## src/rtl/uart_num_tokenizer.sv

```systemverilog
// Streaming ASCII-decimal tokenizer: turns space-separated signed integers,
// terminated by '\n', into saturated DATA_W-bit tokens with index and line framing.
module uart_num_tokenizer #(
   parameter int DATA_W     = 8,
   parameter int MAX_DIGITS = 5,
   parameter int MAX_TOKENS = 32,
   parameter int SIGNED_EN  = 1,
   localparam int IDX_W     = (MAX_TOKENS > 1) ? $clog2(MAX_TOKENS) : 1
) (
   input  logic              clk,
   input  logic              rst,
   input  logic              clear,
   input  logic [7:0]        rx_data,
   input  logic              rx_valid,
   output logic [DATA_W-1:0] tok_value,
   output logic [IDX_W-1:0]  tok_index,
   output logic              tok_last,
   output logic              tok_valid,
   input  logic              tok_ready,
   output logic              line_done,
   output logic              err_range,
   output logic              err_char,
   output logic              err_ovr
);

   // Accumulator is one bit wider than the output so saturation never wraps.
   localparam int ACC_W = DATA_W + 1;
   localparam int WW    = ACC_W + 4;
   localparam int DC_W  = $clog2(MAX_DIGITS + 1);

   localparam logic [DATA_W-1:0] MIN_V = {1'b1, {(DATA_W-1){1'b0}}};
   localparam logic [DATA_W-1:0] MAX_V = (SIGNED_EN != 0) ? {1'b0, {(DATA_W-1){1'b1}}}
                                                         : {DATA_W{1'b1}};
   localparam logic [ACC_W-1:0]  POS_MAX = {1'b0, MAX_V};
   localparam logic [ACC_W-1:0]  NEG_MAG = {1'b0, MIN_V};
   localparam logic [ACC_W-1:0]  LIMIT   = (SIGNED_EN != 0) ? NEG_MAG + ACC_W'(1)
                                                            : {1'b1, {DATA_W{1'b0}}};
   localparam logic [IDX_W:0]    IDX_LIM = (IDX_W+1)'(MAX_TOKENS);
   localparam logic [DC_W-1:0]   DC_LIM  = DC_W'(MAX_DIGITS);

   typedef enum logic [1:0] {S_IDLE, S_SIGN, S_DIGIT, S_SKIP} state_t;

   state_t           state;
   logic [ACC_W-1:0] acc;
   logic [DC_W-1:0]  dcnt;
   logic             neg;
   logic [IDX_W:0]   idx;

   logic             is_digit, is_delim, is_nl, is_minus;
   logic [3:0]       digit;
   logic [DATA_W:0]  clamp_res;

   // acc*10+d, saturated at LIMIT; computed wide enough that the product cannot wrap.
   function automatic logic [ACC_W-1:0] acc_step(input logic [ACC_W-1:0] acc_in,
                                                 input logic [3:0] d);
      logic [WW-1:0] wide;
      wide = WW'(acc_in) * WW'(10) + WW'(d);
      if (wide > WW'(LIMIT)) return LIMIT;
      return wide[ACC_W-1:0];
   endfunction

   // Applies the sign and clamps to the output range; MSB of the result flags a clamp.
   function automatic logic [DATA_W:0] clamp_val(input logic neg_in,
                                                 input logic [ACC_W-1:0] mag);
      logic signed [ACC_W-1:0] negated;
      negated = -$signed(mag);
      if (neg_in) begin
         if (mag > NEG_MAG) return {1'b1, MIN_V};
         return {1'b0, negated[DATA_W-1:0]};
      end
      if (mag > POS_MAX) return {1'b1, MAX_V};
      return {1'b0, mag[DATA_W-1:0]};
   endfunction

   // Byte classification and the value that would be emitted if the token ended now.
   always_comb begin
      is_digit  = (rx_data >= 8'h30) && (rx_data <= 8'h39);
      is_delim  = (rx_data == 8'h20) || (rx_data == 8'h0D);
      is_nl     = (rx_data == 8'h0A);
      is_minus  = (rx_data == 8'h2D);
      digit     = rx_data[3:0];
      clamp_res = clamp_val(neg, acc);
   end

   // Parser FSM, token index tracking and the single-entry output register.
   always_ff @(posedge clk or posedge rst) begin
      if (rst) begin
         state     <= S_IDLE;
         acc       <= '0;
         dcnt      <= '0;
         neg       <= 1'b0;
         idx       <= '0;
         tok_value <= '0;
         tok_index <= '0;
         tok_last  <= 1'b0;
         tok_valid <= 1'b0;
         line_done <= 1'b0;
         err_range <= 1'b0;
         err_char  <= 1'b0;
         err_ovr   <= 1'b0;
      end else begin
         line_done <= 1'b0;
         err_range <= 1'b0;
         err_char  <= 1'b0;
         err_ovr   <= 1'b0;
         if (clear) begin
            state     <= S_IDLE;
            acc       <= '0;
            dcnt      <= '0;
            neg       <= 1'b0;
            idx       <= '0;
            tok_value <= '0;
            tok_index <= '0;
            tok_last  <= 1'b0;
            tok_valid <= 1'b0;
         end else begin
            if (tok_valid && tok_ready) begin
               tok_valid <= 1'b0;
               tok_value <= '0;
               tok_index <= '0;
               tok_last  <= 1'b0;
            end
            if (rx_valid) begin
               case (state)
                  S_IDLE: begin
                     if (is_digit) begin
                        acc   <= acc_step('0, digit);
                        dcnt  <= DC_W'(1);
                        neg   <= 1'b0;
                        state <= S_DIGIT;
                     end else if (is_minus && (SIGNED_EN != 0)) begin
                        neg   <= 1'b1;
                        state <= S_SIGN;
                     end else if (is_nl) begin
                        line_done <= 1'b1;
                        idx       <= '0;
                     end else if (!is_delim) begin
                        err_char <= 1'b1;
                        state    <= S_SKIP;
                     end
                  end
                  S_SIGN: begin
                     if (is_digit) begin
                        acc   <= acc_step('0, digit);
                        dcnt  <= DC_W'(1);
                        state <= S_DIGIT;
                     end else if (is_nl) begin
                        err_char  <= 1'b1;
                        line_done <= 1'b1;
                        idx       <= '0;
                        state     <= S_IDLE;
                     end else begin
                        err_char <= 1'b1;
                        state    <= S_SKIP;
                     end
                  end
                  S_DIGIT: begin
                     if (is_digit) begin
                        // Digits past MAX_DIGITS only push the value to saturation.
                        if (dcnt == DC_LIM) begin
                           acc <= LIMIT;
                        end else begin
                           acc  <= acc_step(acc, digit);
                           dcnt <= dcnt + DC_W'(1);
                        end
                     end else if (is_delim || is_nl) begin
                        if (idx == IDX_LIM) begin
                           err_char <= 1'b1;
                           state    <= is_nl ? S_IDLE : S_SKIP;
                        end else begin
                           idx   <= idx + (IDX_W+1)'(1);
                           state <= S_IDLE;
                           // A slot freed by an accept this cycle can take the new token.
                           if (!tok_valid || tok_ready) begin
                              tok_value <= clamp_res[DATA_W-1:0];
                              tok_index <= idx[IDX_W-1:0];
                              tok_last  <= is_nl;
                              tok_valid <= 1'b1;
                              err_range <= clamp_res[DATA_W];
                           end else begin
                              err_ovr <= 1'b1;
                           end
                        end
                        if (is_nl) begin
                           line_done <= 1'b1;
                           idx       <= '0;
                        end
                     end else begin
                        err_char <= 1'b1;
                        state    <= S_SKIP;
                     end
                  end
                  default: begin
                     if (is_nl) begin
                        line_done <= 1'b1;
                        idx       <= '0;
                        state     <= S_IDLE;
                     end
                  end
               endcase
            end
         end
      end
   end

endmodule
```

## config.mk

```make
export PLATFORM = sky130hd
export DESIGN_NAME = uart_num_tokenizer
export DESIGN_NICKNAME = d
export VERILOG_FILES = /design/src/rtl/uart_num_tokenizer.sv
export SDC_FILE = /design/constraint.sdc
export NUM_CORES = 1
export LEC_CHECK = 0
export BUFFER_PORTS_ARGS = -buffer_cell sky130_fd_sc_hd__clkbuf_2
export CAP_MARGIN = 40
export CELL_PAD_IN_SITES_DETAIL_PLACEMENT = 0
export CELL_PAD_IN_SITES_GLOBAL_PLACEMENT = 2
export CORE_MARGIN = 2
export CORE_UTILIZATION = 39
export DETAILED_ROUTE_END_ITERATION = 10
export HOLD_SLACK_MARGIN = 0.05
export PLACE_DENSITY = 0.84
export SLEW_MARGIN = 25
export SYNTH_ARGS = -nofsm -noshare
export SYNTH_HDL_FRONTEND = slang
export SYNTH_SLANG_ARGS = --single-unit
```

## constraint.sdc

```tcl
create_clock -name clk -period 8.5 [get_ports clk]
set_clock_uncertainty 0.05 [all_clocks]
set_input_delay 1.275 -clock clk [delete_from_list [all_inputs] [get_ports clk]]
set_output_delay 1.275 -clock clk [all_outputs]
set_load 0.02 [all_outputs]
```

# After elaboration in Yosys (flattened, before gate mapping)
# Index checks and enable logic that the tools add are counted.
[classes]
add_sub_neg = 4
mul = 1
div_mod_pow = 0
n_lt_le_gt_ge = 6
n_eq_ne = 21
n_shift = 0
mux = 138
bitwise = 0
n_reduce_logical = 19
[ops]
columns = ["op", "n"]
rows = [
  ["two-way mux 9 bit", 17],
  ["two-way mux 1 bit", 72],
  ["two-way mux 8 bit", 8],
  ["two-way mux 6 bit", 10],
  ["two-way mux 5 bit", 8],
  ["inequality test 3 bit, second input constant", 9],
  ["one-hot mux 9 bit (3 select lines)", 1],
  ["two-way mux 2 bit", 12],
  ["one-hot mux 6 bit (3 select lines)", 1],
  ["equality test 8 x 4 -> 1 bit, second input constant", 2],
  ["equality test 8 x 6 -> 1 bit, second input constant", 2],
  ["two-way mux 3 bit", 5],
  ["AND reduction 5 bit", 3],
  ["adder 13 x 4 -> 13 bit", 1],
  ["> comparator 13 x 8 -> 1 bit, second input constant", 1],
  ["multiplier 9 x 3 -> 12 bit, second input constant", 1],
  ["inequality test 5 bit, second input constant", 2],
  ["> comparator 9 x 7 -> 1 bit, second input constant", 1],
  ["> comparator 9 x 8 -> 1 bit, second input constant", 1],
  [">= comparator 8 x 6 -> 1 bit, second input constant", 1],
  ["> comparator 4 x 8 -> 1 bit, second input constant", 1],
  ["<= comparator 8 x 6 -> 1 bit, second input constant", 1],
  ["negator 8 bit", 1],
  ["AND reduction 7 bit", 1],
  ["other kinds (21)", 27],
]
[word_totals]
regBits = 40
latchBits = 0
ram_bits = 0
rom_bits = 0
out_inout_bits = 19
n_memories = 0

# Logic depth before layout (Yosys ltp)
[depth]
word_depth = 15
mapped_depth = 10

# Least setup slack after synthesis
# OpenSTA, ideal clock, no wires.
[synth_timing]
path_kind = "input -> register"
startpoint = "input port rx_data[1]"
endpoint = "register acc[5]"
setup_ps = 104
t_arrival_ps = 3626
t_required_ps = 8346
setup_slack_ps = 4721
stages = 9
path_buffers = 1
cell_sequence = "ha_1 > fa_1 > xor2_1 > or3_1 > a211oi_2 > o22ai_1 > or4_1 > buf_4 > o41ai_2"
[synth_between]
elab_chain_len = 14
elab_cells_between_ends = 34
cone_classes = "add/sub: 1; order compare: 4; eq/ne: 3; mux: 24; reduce/logical: 2"
[synth_lines]
columns = ["item", "line_no", "rtl"]
rows = [
  ["from (decl)", "13", "input logic [7:0] rx_data,"],
  ["adder 13 x 4 -> 13 bit", "57", "wide = WW'(acc_in) * WW'(10) + WW'(d);"],
  ["> comparator 13 x 8 -> 1 bit", "58", "if (wide > WW'(LIMIT)) return LIMIT;"],
  ["two-way mux 1 bit", "58", ""],
  ["two-way mux 1 bit", "160", "if (dcnt == DC_LIM) begin"],
  ["two-way mux 1 bit", "158", "if (is_digit) begin"],
  ["two-way mux 1 bit", "124", "case (state)"],
  ["two-way mux 1 bit", "123", "if (rx_valid) begin"],
  ["two-way mux 1 bit", "106", "if (clear) begin"],
  ["two-way mux 9 bit", "59", "return wide[ACC_W-1:0];"],
  ["two-way mux 9 bit", "160", ""],
  ["two-way mux 9 bit", "158", ""],
  ["one-hot mux 9 bit (3 select lines)", "124", ""],
  ["two-way mux 9 bit", "123", ""],
  ["two-way mux 9 bit", "106", ""],
  ["to (signal assigned)", "127", "acc <= acc_step('0, digit);"],
  ["to (signal assigned)", "144", "acc <= acc_step('0, digit);"],
  ["to (signal assigned)", "163", "acc <= acc_step(acc, digit);"],
  ["to (decl)", "44", "logic [ACC_W-1:0] acc;"],
]
# Parallel ways exist; a longest one is shown, timed or not. The select of a mux whose other input is x is not followed.
# A chain may end at the register's enable or synchronous reset.

# Worst setup path in the final report
[layout_timing]
startpoint = "register acc[1]"
endpoint = "register acc[5]"
[layout_between]
elab_chain_len = 15
[layout_lines]
columns = ["item", "line_no"]
rows = [
  ["multiplier 9 x 3 -> 12 bit *", "57"],
  ["adder 13 x 4 -> 13 bit *", "57"],
  ["> comparator 13 x 8 -> 1 bit", "58"],
  ["two-way mux 1 bit", "58"],
  ["two-way mux 1 bit", "160"],
  ["two-way mux 1 bit", "158"],
  ["two-way mux 1 bit", "124"],
  ["two-way mux 1 bit", "123"],
  ["two-way mux 1 bit", "106"],
  ["two-way mux 9 bit *", "59"],
  ["two-way mux 9 bit *", "160"],
  ["two-way mux 9 bit *", "158"],
  ["one-hot mux 9 bit (3 select lines) *", "124"],
  ["two-way mux 9 bit *", "123"],
  ["two-way mux 9 bit *", "106"],
]
# Every way passes the cells marked *; elsewhere a longest branch is shown, timed or not. The select of a mux whose other input is x is not followed.

==> flow_summary_export.csv <==
group,metric,value,unit
synth,yosys_warnings,0,
cells_and_area,ff_latch_area,1000,um^2
synth,synth_fp_nets,413,
floorplan,fp.dieW,93.9,um
synth,postSynth.asyncResetShare,100,%
routing,postRouteAntennaNets,0,
run,cap_viol_max_count,0,
floorplan,core-area,7770,um^2
sta,finalSetupViolations,0,
sta,fin_crit_sh,46.1,%
sta,slew_headroom,45.8,%
sta,timing.final.crit_period,3.92,ns
routing,wl_per_cell,15.4,um
routing,routed_wirelength,7.69,mm
clock_network,cts-resized-gates,0,
synth,yosysTopAreaCellShare,31.8,%
routing,routed-via-count,2870,
sta,setup_tns,0,ns
clock_network,cts.path.max_buffers,2,
worst_setup_path,endpoint_kind,"flip-flop",
worst_setup_path,worstPathRequired,8.63,ns
global_route,antenna_found_initial,0,
clock_network,hold_buffers,0,
synth,synth_edf_count,0,
clock_network,insertion_delay,0.29,ns
worst_setup_path,startpoint_type,"flip-flop",
worst_setup_path,crit_fanout,9,
pwr,p_leak,1.57,nW
sta,timing_hold_violations_final,0,
run_status,status,"completed",
sta,fmax,255,MHz
routing,drc_errors,0,
synth,yosysSeqAreaShare,31.8,%
floorplan,dieArea,8820,um^2
clock_network,cts_tree,"built",
clock_network,numClockSinks,40,
synth,synth_top_cell_by_area,"dfrtp_1",
cells_and_area,areaGrowthSynthToFinish,10.5,%
clock_network,cts-buffers-inserted,5,
cells_and_area,multiInputGateArea,2020,um^2
sta,rsz0062_at_grt,"no",
placed_design,numPortBuffers,31,
worst_hold_path,hp-class,"flip-flop to flip-flop",
pwr,vdd_ir_drop_max,79.4,uV
placed_design,place_ws,4.31,ns
synth,yosys_most_used_dff,"dfrtp_1",
clock_network,clockRootBuffer,"clkbuf_8",
routing,dr.pass1.iters,4,
global_route,overflow,0,
floorplan,ioPinCount,32,
worst_setup_path,path_class,"flip-flop to flip-flop",
clock_network,cts_setup_buffers,0,
routing,avgViaCountPerCell,5.75,
global_route,grt_pass1_wl,13.3,mm
cells_and_area,fillers,811,
synth,syn_area_per_cell,8.50,um^2
pwr,power_density,169,nW/um^2
cells_and_area,antenna_cells,0,
worst_setup_path,worstPathArrival,4.05,ns
floorplan,die_h,93.9,um
global_route,track_usage,18.7,%
clock_network,htreeDepth,2,
synth,synth_area_leaders,"dfrtp_1 (32%), ha_1 (11%), a21oi_1 (5.2%), nand2_1 (4.4%), nand3_1 (3.0%)",
global_route,grt_pass1_vias,2760,
placed_design,hpwl,5.88,mm
floorplan,num_rows,32,
floorplan,initial_core_util,40.6,%
sta,slew_viol_final,0,
sta,setup_slack,4.58,ns
global_route,grt_max_degree,41,
sta,tightest_slew,0.809,ns
clock_network,path_clk_slew,0.07,ns
synth,ys_seq_elements,40,
cells_and_area,drive_gt1_share,11.8,%
synth,netlist_area,3150,um^2
synth,syn_inst,371,
placed_design,routabilityCongestion,0.814,
routing,drt_iter0_drc,195,
synth,synth_cell_types,60,
cells_and_area,final_nets,438,
==> cells by family (layout without fill, tap and decap cells) <==
group,after synthesis,count (layout),synth area share (%)
simple gates,145,145,24.6
xor+xnor,8,8,2.22
fa+ha+maj,29,29,12.0
buf+inv,33,59,4.09
flops,40,40,31.8
compound gates,113,113,24.3
mux,3,3,0.992
==> cell usage in the layout (no fill, tap or decap), types with 5 or more instances in the layout <==
master    count
nand2_1      37
nand3_1      19
and3_1        5
clkbuf_2     31
a21o_1        8
nor2_1       19
nor4b_1       5
o21ai_0      16
o211ai_1      5
a311oi_1      6
clkbuf_8      6
dfrtp_1      40
or3_1        11
o31ai_1       7
a31oi_1       6
a211oi_1      5
xor2_1        6
a21oi_1      33
nor3_1       13
inv_1        17
nand2b_1      7
ha_1         27
or4_1         5
==> registers in the layout, indices dropped and copies added, names as in the netlist, 2 cells and up <==
signal	count
dcnt	3
acc	9
tok_value	8
state	2
tok_index	5
idx	6
==> critical path, cell delays in order, from the launching register on <==
cell and delay (ns):
dfrtp_1 0.52, ha_1 0.36, ha_1 0.24, fa_1 0.55
or3_1 0.40, a211o_1 0.29, a211oi_2 0.18, o22ai_1 0.11
or4_1 0.71, o41ai_2 0.40
==> Yosys cell counts, types with 2 or more instances <==
cell type / instances
o31a_1: 2
o22ai_1: 3
a21o_1: 8
o31ai_1: 7
a21oi_1: 33
nand3b_1: 2
nand3_1: 19
nand2_1: 37
or4_1: 5
nor2_1: 19
a311oi_1: 6
o21ai_0: 16
nor3_1: 13
nor2b_1: 3
or3_1: 11
clkbuf_1: 13
a31oi_1: 6
nand4_1: 3
nor4_1: 3
o221ai_1: 2
o41ai_2: 3
or3b_1: 3
nor4b_1: 5
xor2_1: 6
nor3b_1: 2
dfrtp_1: 40
nand2b_1: 7
fa_1: 2
inv_1: 17
and3_1: 5
mux2i_1: 2
o211ai_1: 5
ha_1: 27
o21ai_1: 3
nand4b_1: 3
xnor2_1: 2
a211oi_1: 5
==> where the power goes <==
part,internal [mW],leakage (nW),switching [mW]
Clock,0.0662,0.0455,0.0633
Combinational,0.0943,0.980,0.140
Sequential,0.203,0.549,0.0222
==> worst paths after layout <==
path                                              from                      to  slack [ns]  cells past startpoint
worst max-delay path                acc[1]$_DFFE_PP0P_      acc[5]$_DFFE_PP0P_        4.58                      9
worst min-delay path            tok_index[0]$_DFF_PP0_  tok_index[0]$_DFF_PP0_        0.49                      2
worst max register to register      acc[1]$_DFFE_PP0P_      acc[5]$_DFFE_PP0P_        4.58                      9
worst min register to register  tok_index[0]$_DFF_PP0_  tok_index[0]$_DFF_PP0_        0.49                      2
max in group asynchronous                          rst      acc[3]$_DFFE_PP0P_        7.01                      3
min in group asynchronous                          rst  tok_index[0]$_DFF_PP0_        1.04                      3
==> final cells by class <==
| cell class | instances | area share, % |
|---|---|---|
| multi-input combinational | 298 | 58.1 |
| timing repair buffer | 34 | 5.10 |
| sequential | 40 | 28.7 |
| inverter | 17 | 1.83 |
| clock buffer | 8 | 2.59 |
| tap | 102 | 3.67 |
==> per-layer routing <==
metal,global-route usage [%],part of all wire (%)
met3,2.97,3.7
met5,0,0
met4,4.83,1.5
met2,29.3,42
met1,26.9,52
==> metrics by stage <==
stage / cells / util (%) / hold slack, ns / instance area, um^2 / power [mW]
after floorplan: 371 / - / 0.459 / 3150 / 0.405
after global placement: 490 / 43.6 / 0.472 / 3380 / 0.462
after global routing: 499 / 44.8 / 0.521 / 3480 / 0.637
after detailed placement: 491 / 43.7 / 0.478 / 3390 / 0.461
after CTS: 499 / 44.8 / 0.489 / 3480 / 0.592
final: 499 / 44.8 / 0.487 / 3480 / 0.588
No activity file was read; power rests on OpenSTA's default activity.
